### src/rtl/uart_bus_bridge.sv
// uart_bus_bridge: turns framed UART bytes into single 32-bit bus transfers
// and streams a status (plus read data) response back over the UART.
//
// Frame:    opcode, addr[31:24], addr[23:16], addr[15:8], addr[7:0]
//           opcode 0x57 (write) appends wdata bytes, MSB first
//           opcode 0x52 (read) has no payload
// Response: status (0x00 ok, 0x01 bus error, 0x02 bad opcode);
//           reads follow the status with 4 data bytes, MSB first
//           (all zero when the bus reported an error).
//
// Ports:
//   clk, reset            clock, asynchronous active-high reset
//   rxData, rxDone        received byte and its one-cycle strobe
//   txData, txValid       byte to transmit and its one-cycle start strobe
//   txDone                transmitter finished the outstanding byte
//   addr, wdata, strobe   bus request, held stable while wen/ren is high
//   wen, ren              bus write/read request
//   rdata, request_stall  bus read data, stall (hold the request)
//   error                 bus error, sampled on the completing cycle
//   busy                  high whenever the FSM is not idle
//   overrun               sticky: a byte arrived while in BUS or RESP
//   dbg_state_o           current FSM state (0 IDLE .. 4 RESP)
//
// Handshakes: rxDone, txValid and txDone are single-cycle strobes; exactly
// one byte is outstanding between a txValid and the following txDone.
// A bus request completes on the first cycle with request_stall low.
//
// Optional build macro UART_BUS_BRIDGE_TIMEOUT_EN: abandon a partial frame
// (back to IDLE, no bus access, no response) when no byte arrives for
// TIMEOUT_CYCLES-1 cycles while in ADDR or DATA.
module uart_bus_bridge #(
  parameter int TIMEOUT_CYCLES = 100000
) (
  input  logic        clk,
  input  logic        reset,
  input  logic [7:0]  rxData,
  input  logic        rxDone,
  output logic [7:0]  txData,
  output logic        txValid,
  input  logic        txDone,
  output logic [31:0] addr,
  output logic [31:0] wdata,
  output logic [3:0]  strobe,
  output logic        wen,
  output logic        ren,
  input  logic [31:0] rdata,
  input  logic        request_stall,
  input  logic        error,
  output logic        busy,
  output logic        overrun,
  output logic [2:0]  dbg_state_o
);

  typedef enum logic [2:0] {
    S_IDLE = 3'd0,
    S_ADDR = 3'd1,
    S_DATA = 3'd2,
    S_BUS  = 3'd3,
    S_RESP = 3'd4
  } state_t;

  localparam logic [7:0] OP_READ  = 8'h52;
  localparam logic [7:0] OP_WRITE = 8'h57;
  localparam logic [7:0] ST_OK    = 8'h00;
  localparam logic [7:0] ST_BUS   = 8'h01;
  localparam logic [7:0] ST_BAD   = 8'h02;

  if (TIMEOUT_CYCLES < 2) begin : g_bad_timeout
    $error("uart_bus_bridge: TIMEOUT_CYCLES must be at least 2");
  end

  state_t      state_q;
  logic [1:0]  cnt_q;          // byte index inside ADDR/DATA/RESP data phase
  logic        is_write_q;
  logic [31:0] addr_q;
  logic [31:0] wdata_q;
  logic [3:0]  strobe_q;
  logic        wen_q;
  logic        ren_q;
  logic [31:0] rdata_q;
  logic [7:0]  tx_data_q;
  logic        tx_valid_q;
  logic        tx_pending_q;   // a byte has been launched, waiting for txDone
  logic        send_data_q;    // response carries 4 data bytes after status
  logic        resp_data_q;    // status byte done, now in the data bytes
  logic        overrun_q;
  logic [7:0]  resp_byte;

`ifdef UART_BUS_BRIDGE_TIMEOUT_EN
  // The counter is 0 on the cycle after a byte; matching TIMEOUT_CYCLES-2
  // means the transition lands as the count reaches TIMEOUT_CYCLES-1.
  localparam logic [31:0] TO_LAST = 32'(TIMEOUT_CYCLES - 2);
  logic [31:0] to_q;
`endif

  always_comb begin
    resp_byte = 8'h00;
    case (cnt_q)
      2'd0:    resp_byte = rdata_q[31:24];
      2'd1:    resp_byte = rdata_q[23:16];
      2'd2:    resp_byte = rdata_q[15:8];
      default: resp_byte = rdata_q[7:0];
    endcase
  end

  always_ff @(posedge clk or posedge reset) begin
    if (reset) begin
      state_q      <= S_IDLE;
      cnt_q        <= 2'd0;
      is_write_q   <= 1'b0;
      addr_q       <= 32'h0;
      wdata_q      <= 32'h0;
      strobe_q     <= 4'h0;
      wen_q        <= 1'b0;
      ren_q        <= 1'b0;
      rdata_q      <= 32'h0;
      tx_data_q    <= 8'h00;
      tx_valid_q   <= 1'b0;
      tx_pending_q <= 1'b0;
      send_data_q  <= 1'b0;
      resp_data_q  <= 1'b0;
      overrun_q    <= 1'b0;
`ifdef UART_BUS_BRIDGE_TIMEOUT_EN
      to_q         <= 32'h0;
`endif
    end else begin
      tx_valid_q <= 1'b0;
      if (rxDone && (state_q == S_BUS || state_q == S_RESP)) overrun_q <= 1'b1;

      case (state_q)
        S_IDLE: begin
          cnt_q       <= 2'd0;
          resp_data_q <= 1'b0;
          if (rxDone) begin
            if (rxData == OP_READ || rxData == OP_WRITE) begin
              is_write_q <= (rxData == OP_WRITE);
              state_q    <= S_ADDR;
`ifdef UART_BUS_BRIDGE_TIMEOUT_EN
              to_q       <= 32'h0;
`endif
            end else begin
              // Bad opcode: launch the status byte on the way into RESP.
              send_data_q  <= 1'b0;
              tx_data_q    <= ST_BAD;
              tx_valid_q   <= 1'b1;
              tx_pending_q <= 1'b1;
              state_q      <= S_RESP;
            end
          end
        end

        S_ADDR: begin
          if (rxDone) begin
            addr_q <= {addr_q[23:0], rxData};
`ifdef UART_BUS_BRIDGE_TIMEOUT_EN
            to_q   <= 32'h0;
`endif
            if (cnt_q == 2'd3) begin
              cnt_q <= 2'd0;
              if (is_write_q) begin
                state_q <= S_DATA;
              end else begin
                state_q  <= S_BUS;
                ren_q    <= 1'b1;
                strobe_q <= 4'hF;
              end
            end else begin
              cnt_q <= cnt_q + 2'd1;
            end
          end
`ifdef UART_BUS_BRIDGE_TIMEOUT_EN
          else if (to_q == TO_LAST) begin
            state_q <= S_IDLE;
            cnt_q   <= 2'd0;
            to_q    <= 32'h0;
          end else begin
            to_q <= to_q + 32'h1;
          end
`endif
        end

        S_DATA: begin
          if (rxDone) begin
            wdata_q <= {wdata_q[23:0], rxData};
`ifdef UART_BUS_BRIDGE_TIMEOUT_EN
            to_q    <= 32'h0;
`endif
            if (cnt_q == 2'd3) begin
              cnt_q    <= 2'd0;
              state_q  <= S_BUS;
              wen_q    <= 1'b1;
              strobe_q <= 4'hF;
            end else begin
              cnt_q <= cnt_q + 2'd1;
            end
          end
`ifdef UART_BUS_BRIDGE_TIMEOUT_EN
          else if (to_q == TO_LAST) begin
            state_q <= S_IDLE;
            cnt_q   <= 2'd0;
            to_q    <= 32'h0;
          end else begin
            to_q <= to_q + 32'h1;
          end
`endif
        end

        S_BUS: begin
          if (!request_stall) begin
            wen_q        <= 1'b0;
            ren_q        <= 1'b0;
            strobe_q     <= 4'h0;
            rdata_q      <= (error || is_write_q) ? 32'h0 : rdata;
            send_data_q  <= !is_write_q;
            resp_data_q  <= 1'b0;
            cnt_q        <= 2'd0;
            tx_data_q    <= error ? ST_BUS : ST_OK;
            tx_valid_q   <= 1'b1;
            tx_pending_q <= 1'b1;
            state_q      <= S_RESP;
          end
        end

        S_RESP: begin
          if (tx_pending_q) begin
            if (txDone) begin
              tx_pending_q <= 1'b0;
              if (!resp_data_q) begin
                if (send_data_q) resp_data_q <= 1'b1;
                else             state_q     <= S_IDLE;
              end else if (cnt_q == 2'd3) begin
                cnt_q   <= 2'd0;
                state_q <= S_IDLE;
              end else begin
                cnt_q <= cnt_q + 2'd1;
              end
            end
          end else begin
            // Previous byte acknowledged last cycle: launch the next one.
            tx_data_q    <= resp_byte;
            tx_valid_q   <= 1'b1;
            tx_pending_q <= 1'b1;
          end
        end

        default: state_q <= S_IDLE;
      endcase
    end
  end

  assign txData      = tx_data_q;
  assign txValid     = tx_valid_q;
  assign addr        = addr_q;
  assign wdata       = wdata_q;
  assign strobe      = strobe_q;
  assign wen         = wen_q;
  assign ren         = ren_q;
  assign busy        = (state_q != S_IDLE);
  assign overrun     = overrun_q;
  assign dbg_state_o = state_q;

endmodule

### config.mk
export PLATFORM = sky130hd
export DESIGN_NAME = uart_bus_bridge
export DESIGN_NICKNAME = d
export VERILOG_FILES = /design/src/rtl/uart_bus_bridge.sv
export SDC_FILE = /design/constraint.sdc
export NUM_CORES = 1
export LEC_CHECK = 0
export BUFFER_PORTS_ARGS = -buffer_cell sky130_fd_sc_hd__buf_4
export CAP_MARGIN = 20
export CORE_UTILIZATION = 53
export CTS_CLUSTER_SIZE = 14
export DETAILED_ROUTE_END_ITERATION = 12
export GPL_TIMING_DRIVEN = 1
export PLACE_DENSITY = 0.88
export SYNTH_ARGS = -nofsm -noshare
export SYNTH_HDL_FRONTEND = slang
export SYNTH_SLANG_ARGS = --single-unit
export TNS_END_PERCENT = 100
### constraint.sdc
create_clock -name clk -period 4.6 [get_ports clk]
set_input_delay 0.69 -clock clk [delete_from_list [all_inputs] [get_ports clk]]
set_output_delay 0.69 -clock clk [all_outputs]
set_load 0.03 [all_outputs]
# [Word level (Yosys, flattened, before mapping)]
# Cells that the tools add are included.
[totals] ff_bits=121 latch_bits=0 mem_bits_rw=0 romBits=0 in_bits=46 out_inout_bits=84 wordCells=133 mem_count=0
[classes] addsub=1 n_mul=0 div_mod_pow=0 order_cmp=0 n_eq_ne=24 shifts=0 muxes=64 bitwise_logic=1 n_reduce_logical=28
[op_table] op="$pmux W8 S3" n=2
[op_table] op="$mux W3" n=12
[op_table] op="$mux W32" n=1
[op_table] op="$mux W8" n=4
[op_table] op="$mux W1" n=24
[op_table] op="$mux W4" n=6
[op_table] op="$ne A2 B2 Y1 const B" n=12
[op_table] op="$eq A8 B7 Y1 const B" n=2
[op_table] op="$reduce_and A4 Y1" n=4
[op_table] op="$pmux W3 S5" n=1
[op_table] op="$mux W2" n=6
[op_table] op="$pmux W4 S3" n=1
[op_table] op="$reduce_and A10 Y1" n=1
[op_table] op="$reduce_and A5 Y1" n=2
[op_table] op="$pmux W1 S3" n=3
[op_table] op="$reduce_bool A3 Y1" n=3
[op_table] op="$pmux W2 S4" n=1
[op_table] op="$reduce_and A7 Y1" n=1
[op_table] op="$eq A3 B2 Y1 const B" n=2
[op_table] op="$pmux W1 S2" n=3
[op_table] op="$reduce_and A2 Y1" n=3
[op_table] op="$reduce_and A6 Y1" n=1
[op_table] op="$reduce_bool A2 Y1" n=3
[op_table] op="$eq A2 B2 Y1 const B" n=2
[op_table] op="other kinds (16)" n=18

# [Longest topological paths before layout]
# Gate-level depths: netlist of run 1.
[depth] depth_word=6 depth_mapped=7 depth_no_buf=6

# [Worst setup path before layout of run 1]
# Ideal clock, no wire load.
[synth_path] path_type="reg-to-reg" start="reg state_q[2], in the netlist dbg_state_o[2]" end="reg tx_data_q[0], in the netlist txData[0]" setup_ps=125 t_arrival_ps=1955 required_ps=4475 slack_ps=2520 path_stages_with_launch=6 path_buffers=1 synth_period_minus_slack_ps=2080 cell_sequence="dfrtp_1 buf_6 or3_4 nor4_4 nor3_4 mux2_4"
[synth_via] elab_chain_len=3
[synth_rtl] item="start, declared" line="72" text="state_t state_q;"
[synth_rtl] item="start signal, assigned" line="108" text="state_q <= S_IDLE;"
[synth_rtl] item="start signal, assigned" line="137" text="state_q <= S_ADDR;"
[synth_rtl] item="start signal, assigned" line="147" text="state_q <= S_RESP;"
[synth_rtl] item="$eq A3 B3 Y1 (tied with other cells)" line="130" text="case (state_q)"
[synth_rtl] item="$ne A2 B2 Y1 (no source line) / $reduce_bool A3 Y1 (equally long branches)"
[synth_rtl] item="$reduce_and A5 Y1 (no source line)"
[synth_rtl] item="end signal, assigned" line="217" text="tx_data_q <= error ? ST_BUS : ST_OK;"
[synth_rtl] item="end signal, assigned" line="240" text="tx_data_q <= resp_byte;"
[synth_rtl] item="end, declared" line="81" text="logic [7:0] tx_data_q;"
# Several ways; a longest one is shown, not always the timed one.
# A chain may end at the register's enable or synchronous reset.

# [Worst setup path in the final report of run 1]
[layout_path] start="reg state_q[1], in the netlist dbg_state_o[1]" end="out busy"
[layout_via] elab_chain_len=1
[layout_rtl] item="$reduce_bool A3 Y1" line="258" text="assign busy = (state_q != S_IDLE);"
[layout_rtl] item="end, declared" line="49" text="output logic busy,"
# Every way passes these cells.

==> results.md, run 1 <==
- Reg power frac: 0.344
- Post-layout min period: 2.58 ns
- Global-route wire length before repair: approximately 20000 µm
- Maximum clock frequency: 388 MHz
- CP max FO: 27
- TritonRoute pass-1 iters: 7
- Core box area: approximately 9400 µm²
- Vias in the first global route: 3927
- Clock Tree Root: clkbuf_8
- Die ar.: approximately 10000 µm²
- Final period util: 0.560
- Num CTS Buffers: 17
- Max stage delay on crit path: between 0.6 and 0.7 ns
- CP startpoint kind: flop
- Total number of vias: between 3000 and 4000
- Post-synth EDFFs: 0
- Max_slew headroom: 0.429
- Reg clk slew, reported paths: 0.06 ns
- Antenna Nets Post-Route: 0
- Commonest non-fill, non-tap cell in the layout: buf_4
- P_sw: roughly 1.6 mW
- WS Path Type: reg -> out
- Max-slew violations: 0
- CP cell instances: or3_4 > buf_4
- Row count: 35
- Mean Syn Cell Area: around 12 µm²
- Setup tns final: 0 ns
- Worst vdd ir: around 0.00037 V
- Starting density of the core: 0.552
- Mapped Area: between 5000 and 6000 µm²
- Final Hold Viols: 0
- Initial antenna violation count: 0
- Leakage: between 3 and 4 nW
- Largest net degree at the start of global routing: 70
- Syn nets: just under 500
- Area added between synthesis and finish: 31.9%
- H-tree levels: 4
- Clock Path Buffers: 2
- Routed len/inst: 17.9 µm
- Ys flop type: dfrtp_1
- Switching share of power: 0.379
- Yosys reg bits: about 120
- Cell count after synthesis: about 440
- Post-synth cell types: 53
- Resized Gates After CTS: 0
- Clock skew: approximately 0.0082 ns
- CP max stage cell: dfrtp_1
- CTS Hold Buffers Added: 0
- Final net count: ~600
- Skew-Pair Late Insertion Delay: 0.52 ns
- Routability cong.: between 0.8 and 0.9
- Required time worst endpoint: 3.91 ns
- Unrepaired setup endpoints after global routing: no
- Leading cell types in the layout, fill and taps excluded: 135 x buf_4, 118 x dfrtp_1, 78 x nand2_1
- Total of max-cap violations: 0
- Die height: between 100 and 150 µm
- IO Pins: 130
- Total Routing Usage GR: 0.262
- N_diodes: 0
- Final WL: about 13000 µm
- Via density: 5.58
- CTS tree: yes
- Final global-route overflow total: 0
- DIE WIDTH: 101 µm
- Final setup fails: 0
- Share of layout cells above drive strength 1: 0.434
- Status: complete, no violations
- PortBufs: between 100 and 150
- HPWL Detailed: between 8000 and 9000 µm
- Post-layout util: 0.729
- Gate power share: 0.347
- Endpoint type of the worst setup path: output pin
- Fraction of registers with async set or reset after synthesis: 1.00
- CP arrival: around 1.9 ns
- Post-CTS setup buffers: 0
- Drt first-iter violations: about 230
- Yosys Warn Count: 0
- Sink Count: 118
- Power per standard cell area: approximately 620 nW/µm²
- Int Pwr: 2.65 mW
- Worst Max-Slew Pin Slew: approximately 0.86 ns
- Clock network power share: 0.308
- Hold WC Path Type: in -> async
- Register area share after synthesis: 0.570
- DRC: 0
==> per-stage QoR <==
step           area [µm²]  cells  hold WS [ns]  setup slack, ns  power (mW)
2_1_floorplan        5180    437         0.445            0.781        2.40
3_3_place_gp         6220    670         0.457             2.36        2.88
3_5_place_dp         6220    670         0.465             2.26        2.94
4_1_cts              6810    702         0.368             2.03        4.27
5_1_grt              6830    703         0.407             1.95        4.44
6_report             6830    703         0.347             2.02        4.26
==> power by group through the flow <==
stage / clock network (mW) / logic, mW / registers, mW
detailed placement: 0 / 1.47 / 1.47
finish: 1.31 / 1.48 / 1.47
CTS: 1.32 / 1.48 / 1.46
global route: 1.37 / 1.57 / 1.50
floorplan: 0 / 0.673 / 1.73
global placement: 0 / 1.42 / 1.46
==> cell type report <==
type / count / area (µm²)
inverter: 7 / 28.8
tap: 129 / 161
clock buffer: 18 / 428
sequential: 118 / 2950
fill: 628 / 2540
multi-input combinational: 281 / 2070
timing repair buffer: 136 / 1030
clock inverter: 14 / 164
==> logic make-up after synthesis <==
| group | share of synthesized area |
|---|---|
| AOI/OAI and AO/OA | 0.107 |
| DFF | 0.570 |
| and+or+nand+nor | 0.110 |
| xor gates and xnor gates | 0.00338 |
| buffers and inverters | 0.0333 |
| adders and majority gates | 0.00967 |
| muxes | 0.166 |
==> final timing paths <==
kind	endpoint	cells past startpoint	slack, ns	from
setup / recovery	busy	2	2.02	dbg_state_o[1]
hold / removal	rdata_q[31]	3	0.35	reset
setup reg to reg	txData[5]	4	2.19	dbg_state_o[1]
hold reg to reg	overrun	1	0.48	overrun
max in group asynchronous	wen	3	3.59	reset
min in group clk	rdata_q[26]	3	0.42	rdata[26]
==> flip-flops by register name (all words and copies together), names as in the netlist <==
signal        flops
resp_data_q       1
wdata            32
strobe            1
txValid           1
overrun           1
is_write_q        1
txData            8
cnt_q             2
wen               1
send_data_q       1
tx_pending_q      1
rdata_q          32
dbg_state_o       3
ren               1
addr             32
==> critical path, delay by kind of cell (launching register included) <==
kind | cells | cell delay (ns)
AND/OR/NAND/NOR | 1 | 0.53
flip-flops | 1 | 0.65
buffers and inverters | 1 | 0.19
==> synthesized netlist by cell type (all sizes together), types with 2 or more instances <==
cell,instances,area share
nor3b,5,0.0082
inv,6,0.0043
nand3,3,0.0029
nand2,78,0.057
a21boi,3,0.0043
mux2,72,0.16
dfrtp,118,0.57
nor2,6,0.0043
mux2i,2,0.0039
nand2b,7,0.0085
and2,2,0.0024
ha,4,0.0097
clkbuf,16,0.012
a21oi,7,0.0068
nand4,2,0.0024
nor3,4,0.0060
o31ai,3,0.0043
buf,15,0.017
o21ai,42,0.041
or3b,2,0.0034
o211a,6,0.012
or3,2,0.0034
o22ai,3,0.0036
nor4,2,0.0053
a222oi,8,0.015
==> layer usage <==
layer	vias to the layer above	GRT usage	share of wire
met5	-	0	0
met1	1940	0.330	0.40
met2	164	0.438	0.52
met3	12	0.0721	0.069
li1	1805	-	-
met4	0	0.0858	0.0094
Power figures use the tool's default switching activity.
==> run 2, diff against run 1 <==
==> constraint.sdc (replaced) <==
create_clock -name clk -period 2.5 [get_ports clk]
set_input_delay 0.375 -clock clk [delete_from_list [all_inputs] [get_ports clk]]
set_output_delay 0.375 -clock clk [all_outputs]
set_load 0.03 [all_outputs]
==> results.md, run 2 (same netlist as run 1, synthesis figures left out) <==
- H-tree levels: 4
- Hold endpoint: rdata_q[29]
- Initial antenna violation count: 0
- DRC: 0
- Final global-route overflow total: 0
- Vias in the first global route: roughly 3900
- Endpoint type of the worst setup path: flop
- Die height: a little over 100 µm
- TritonRoute pass-1 iters: 5
- Commonest non-fill, non-tap cell in the layout: buf_4
- Die ar.: 10200 µm²
- Final setup fails: 0
- Total number of vias: 3915
- CP max FO: 10
- Hold path startpoint: rdata[29]
- Routed len/inst: 17.9 µm
- Reg clk slew, reported paths: ~0.06 ns
- HPWL Detailed: 8320 µm
- Post-layout min period: around 2.1 ns
- RR Startpoint: dbg_state_o[0]
- Clock Tree Root: clkbuf_8
- Area added between synthesis and finish: 32.5%
- Final net count: around 620
- Row count: 35
- Via density: between 5 and 6
- Worst Max-Slew Pin Slew: 0.630 ns
- Hold slack: slightly above 0.1 ns
- Power per standard cell area: between 1000 and 1500 nW/µm²
- Post-CTS setup buffers: 0
- PortBufs: around 130
- DIE WIDTH: between 100 and 150 µm
- Maximum clock frequency: around 480 MHz
- Drt first-iter violations: 260
- CTS tree: yes
- Fillers: 630
- Skew-Pair Late Insertion Delay: roughly 0.52 ns
- Global-route wire length before repair: ~20000 µm
- Total Routing Usage GR: 0.260
- WS Path Type: reg -> reg
- Clock Path Buffers: 2
- Total of max-cap violations: 0
- CP arrival: 2.48 ns
- Final WL: 12700 µm
- Leakage: between 3 and 4 nW
- Worst reg2reg path depth: 4
- Max_slew headroom: 0.579
- Starting density of the core: 0.552
- IO Pins: 130
- Sink Count: approximately 120
- Share of layout cells above drive strength 1: 0.435
- Final Hold Viols: 0
- Hold WC Path Type: in -> reg
- Setup tns final: 0 ns
- N_diodes: 0
- Max-slew violations: 0
- Status: complete, no violations
- Hold path depth: 3
- Worst vdd ir: between 0.0006 and 0.0007 V
- Largest net degree at the start of global routing: between 60 and 70
- Post-layout util: 0.732
- Required time worst endpoint: a little under 3 ns
- Leading cell types in the layout, fill and taps excluded: 138 x buf_4, 118 x dfrtp_1, 78 x nand2_1
- Unrepaired setup endpoints after global routing: no
- Routability cong.: about 0.88
- Core box area: 9370 µm²
- CP startpoint kind: flop
- Num CTS Buffers: 17
- Final period util: 0.834
- Antenna Nets Post-Route: 0
- Reg2reg end: txData[1]
- R2R Setup Slk: 0.41 ns
- Clock skew: 0.00849 ns
run 2: cell count changes in the layout (fill, tap and decap cells not counted), sizes merged:
| cell | before | now |
|---|---|---|
| buf | 136 | 140 |
| bufinv | 2 | 1 |
| clkbuf | 18 | 20 |
| clkinv | 7 | 6 |
| clkinvlp | 0 | 3 |
| dlygate4sd3 | 0 | 1 |
| inv | 12 | 9 |
run 2: final cells by class:
type | instances | area (µm²) | area share
tap | 129 | 161 | 0.0235
timing repair buffer | 141 | 1090 | 0.158
inverter | 7 | 30.0 | 0.00438
multi-input combinational | 281 | 2070 | 0.301
clock buffer | 20 | 445 | 0.0650
sequential | 118 | 2950 | 0.431
clock inverter | 12 | 116 | 0.0170
run 2: layer usage:
| layer | global-route usage | share of wire | vias to the layer above |
|---|---|---|---|
| met3 | 0.0659 | 0.058 | 21 |
| met2 | 0.427 | 0.50 | 145 |
| li1 | - | - | 1806 |
| met5 | 0 | 0 | - |
| met4 | 0.104 | 0.019 | 0 |
| met1 | 0.330 | 0.42 | 1943 |
run 2: stage by stage:
| stage | instance area [µm²] | worst slack (ns) | cells | total power [mW] |
|---|---|---|---|---|
| 6_report | 6860 | 0.414 | 708 | 7.74 |
| 5_1_grt | 6860 | 0.317 | 708 | 8.06 |
| 4_1_cts | 6860 | 0.433 | 708 | 7.76 |
| 2_1_floorplan | 5180 | 0.420 | 437 | 4.42 |
| 3_5_place_dp | 6290 | 0.455 | 675 | 5.43 |
| 3_3_place_gp | 6290 | 0.519 | 675 | 5.35 |
run 2: what timing repair did:
action | in CTS | in global routing
endpoints found under the hold margin | 58 | 0
resized for setup | 0 | 0
hold buffers | 1 | 0
setup endpoints to repair | 0 | 0
run 2: how the worst max path moves through the flow:
stage | endpoint | cells past startpoint | slack (ns) | from
after floorplan | txData[0] | 5 | 0.42 | dbg_state_o[2]
after detailed placement | txData[1] | 4 | 0.45 | dbg_state_o[0]
after global routing | addr[3] | 5 | 0.32 | dbg_state_o[0]
after global placement | txData[4] | 4 | 0.52 | dbg_state_o[0]
final | txData[1] | 4 | 0.41 | dbg_state_o[0]
after CTS | txData[1] | 4 | 0.43 | dbg_state_o[0]
run 2: worst max-delay path, cell delays in order (launching register included):
cell,delay (ns)
dfrtp_1,0.48
or3_4,0.46
nor4_4,0.48
nor3_4,0.21
mux2_4,0.34
run 2: power breakdown:
group | leakage (nW) | internal, mW | switching (mW)
combinational | 1.60 | 1.16 | 1.68
clock | 0.273 | 1.38 | 0.909
sequential | 1.60 | 2.28 | 0.339
==> run 3, diff against run 2 <==
--- a/config.mk
+++ b/config.mk
@@ -5,9 +5,10 @@
 export SDC_FILE = /design/constraint.sdc
 export NUM_CORES = 1
 export LEC_CHECK = 0
+export ABC_AREA = 1
 export BUFFER_PORTS_ARGS = -buffer_cell sky130_fd_sc_hd__buf_4
 export CAP_MARGIN = 20
-export CORE_UTILIZATION = 53
+export CORE_UTILIZATION = 54
 export CTS_CLUSTER_SIZE = 14
 export DETAILED_ROUTE_END_ITERATION = 12
 export GPL_TIMING_DRIVEN = 1
==> constraint.sdc (replaced) <==
create_clock -name clk -period 1.95 [get_ports clk]
set_input_delay 0.2925 -clock clk [delete_from_list [all_inputs] [get_ports clk]]
set_output_delay 0.2925 -clock clk [all_outputs]
set_load 0.03 [all_outputs]
==> results.md, run 3 <==
- Commonest non-fill, non-tap cell in the layout: nand2_1
- Cell count after synthesis: 593
- Maximum clock frequency: between 500 and 600 MHz
- CP arrival: around 1.6 ns
- HPWL Detailed: 8860 µm
- Clock Path Buffers: 2
- Largest net degree at the start of global routing: 76
- Leading cell types in the layout, fill and taps excluded: 192 x nand2_1, 134 x buf_4, 117 x dfrtp_1
- Worst reg2reg path depth: 8
- Crit-path leading delay family: flip-flops
- Fraction of registers with async set or reset after synthesis: 1.00
- Final net count: around 770
- R2R Setup Slk: approximately 0.22 ns
- Post-layout min period: between 1.5 and 2 ns
- Status: complete, no violations
- H-tree levels: 4
- Register area share after synthesis: 0.542
- Clock Tree Root: clkbuf_8
- Hold WC Path Type: in -> reg
- Clock skew: roughly 0.0059 ns
- Row count: 36
- Worst vdd ir: a little over 0.0007 V
- Total number of vias: between 4000 and 5000
- IO Pins: 130
- Vias in the first global route: 4337
- Post-synth cell types: 34
- Routability cong.: 0.909
- N_diodes: 0
- CP max stage cell: dfrtp_2
- Max-slew violations: 0
- Total of max-cap violations: 0
- Post-synthesis compound-gate area fraction: 0.109
- Global-route wire length before repair: approximately 20000 µm
- Ys flop type: dfrtp_1
- Top post-synthesis cells by count: 192 x nand2_1, 118 x dfrtp_1, 41 x inv_1
- Skew-Pair Late Insertion Delay: about 0.52 ns
- Syn nets: ~640
- Area contributors post-synth: dfrtp_1 54%, nand2_1 13%, mux2_4 4.4%
- PortBufs: around 130
- Hold endpoint: rdata_q[0]
- Synth top area share: 0.542
- Endpoint type of the worst setup path: output pin
- RR Startpoint: dbg_state_o[1]
- Mean Syn Cell Area: ~9.2 µm²
- TritonRoute pass-1 iters: 5
- Post-Synth XOR/XNOR Area: 0.00161
- Post-Synth Simple-Gate Area: 0.212
- CTS tree: yes
- Mapped Area: 5450 µm²
- Die height: between 100 and 150 µm
- DRC: 0
- CP cell instances: nor2_8 > nand2_1 > buf_4
- Core box area: around 9800 µm²
- Initial antenna violation count: 0
- DIE WIDTH: approximately 100 µm
- CP startpoint kind: flop
- Sink Count: roughly 120
- Final Hold Viols: 0
- Final setup fails: 0
- Starting density of the core: 0.557
- Cell taking the most area after synthesis: dfrtp_1
- Reg clk slew, reported paths: ~0.050 ns
- Max stage delay on crit path: approximately 0.51 ns
- Num CTS Buffers: 17
- Final period util: 0.945
- Die ar.: roughly 10000 µm²
- Max_slew headroom: 0.640
- Power per standard cell area: 1190 nW/µm²
- Total Routing Usage GR: 0.259
- Post-synth EDFFs: 0
- Leakage: between 3 and 4 nW
- Routed len/inst: 14.9 µm
- Via density: ~5.3
- Share of layout cells above drive strength 1: 0.308
- Yosys Warn Count: 0
- Adder-Cell Fraction of Synth Area: 0.00919
- Unrepaired setup endpoints after global routing: no
- WS Path Type: reg -> out
- Hold slack: roughly 0.018 ns
- Required time worst endpoint: 1.66 ns
- Setup tns final: 0 ns
- Yosys reg bits: between 100 and 150
- CP max FO: 9
- Hold path depth: 3
- Final WL: between 10000 and 15000 µm
- Top-count cell post-synth: nand2_1
- Reg2reg end: wdata[13]
- Worst Max-Slew Pin Slew: around 0.54 ns
- Post-synthesis mux area share: 0.0441
- Hold path startpoint: rdata[0]
- Antenna Nets Post-Route: 0
- Buf/Inv on CP: 1
- Area added between synthesis and finish: 29.2%
- Main combinational cell family by area after synthesis: simple AND/OR/NAND/NOR gates
- Drt first-iter violations: 242
- Final global-route overflow total: 0
-- run 3: cell count changes after synthesis, moves of 8 or more --
| cell | previous run | this run |
|---|---|---|
| mux2_2 | 64 | 0 |
| nand2_1 | 78 | 192 |
| buf_6 | 1 | 15 |
| mux2_4 | 8 | 16 |
| a21oi_2 | 0 | 16 |
| o21ai_1 | 0 | 29 |
| buf_2 | 9 | 1 |
| nor2_1 | 6 | 28 |
| inv_1 | 6 | 41 |
| a222oi_1 | 8 | 0 |
| nand3_1 | 3 | 31 |
-- run 3: layout make-up --
cell class	count	area, µm²
Tap cell	133	166
Clock inverter	8	97.6
Clock buffer	23	477
Timing Repair Buffer	139	1100
Fill cell	695	2740
Multi-Input combinational cell	394	2050
Sequential cell	118	2950
Inverter	48	194
-- run 3: timing repair --
action                                  in CTS  in global routing
hold buffers                                 1                  0
gates resized for setup                      1                  0
endpoints found under the setup margin       1                  0
hold endpoints to repair                   118                  0
setup buffers                                0                  0
-- run 3: where the power goes --
part,switching [mW],total (mW),internal [mW]
clock,1.05,2.99,1.94
combinational,1.53,2.33,0.801
sequential,0.292,3.04,2.75
-- run 3: worst max-delay path by stage --
stage	start	endpoint	slack, ns	cells after the start
detailed placement	dbg_state_o[0]	txData[6]	0.24	9
CTS	dbg_state_o[0]	busy	0.08	3
global placement	dbg_state_o[1]	wdata[15]	0.28	8
global route	dbg_state_o[0]	busy	0.05	3
floorplan	reset	addr[0]	0.22	1
finish	dbg_state_o[0]	busy	0.11	3
-- run 3: per-stage QoR --
step / cells / utilization / power [mW] / worst slack, ns / cell area [µm²]
after CTS: 863 / 0.720 / 8.40 / 0.0841 / 7040
final: 863 / 0.720 / 8.37 / 0.108 / 7040
after global placement: 831 / 0.660 / 5.31 / 0.281 / 6450
after global routing: 863 / 0.720 / 8.74 / 0.0475 / 7040
after detailed placement: 831 / 0.660 / 5.38 / 0.236 / 6450
after floorplan: 593 / - / 4.58 / 0.216 / 5450
-- run 3: cells by family after synthesis --
kind of cell	Yosys count
and+or+nand+nor	270
adders and majority gates	4
muxes	16
AOI/OAI and AO/OA	103
buffers and inverters	81
DFF	118
xor gates and xnor gates	1
-- run 3: layer usage --
metal,GRT usage,part of all wire,wire length [µm],up-vias
li1,-,-,-,2153
met1,0.320,0.42,5360,2181
met2,0.432,0.50,6410,202
met3,0.0705,0.065,832,27
met4,0.107,0.018,234,0
met5,0,0,0,-
-- run 3: tightest hold or removal path: stages --
cell and delay [ns]:
buf_4 0.08, nand3_1 0.06, o21ai_0 0.07
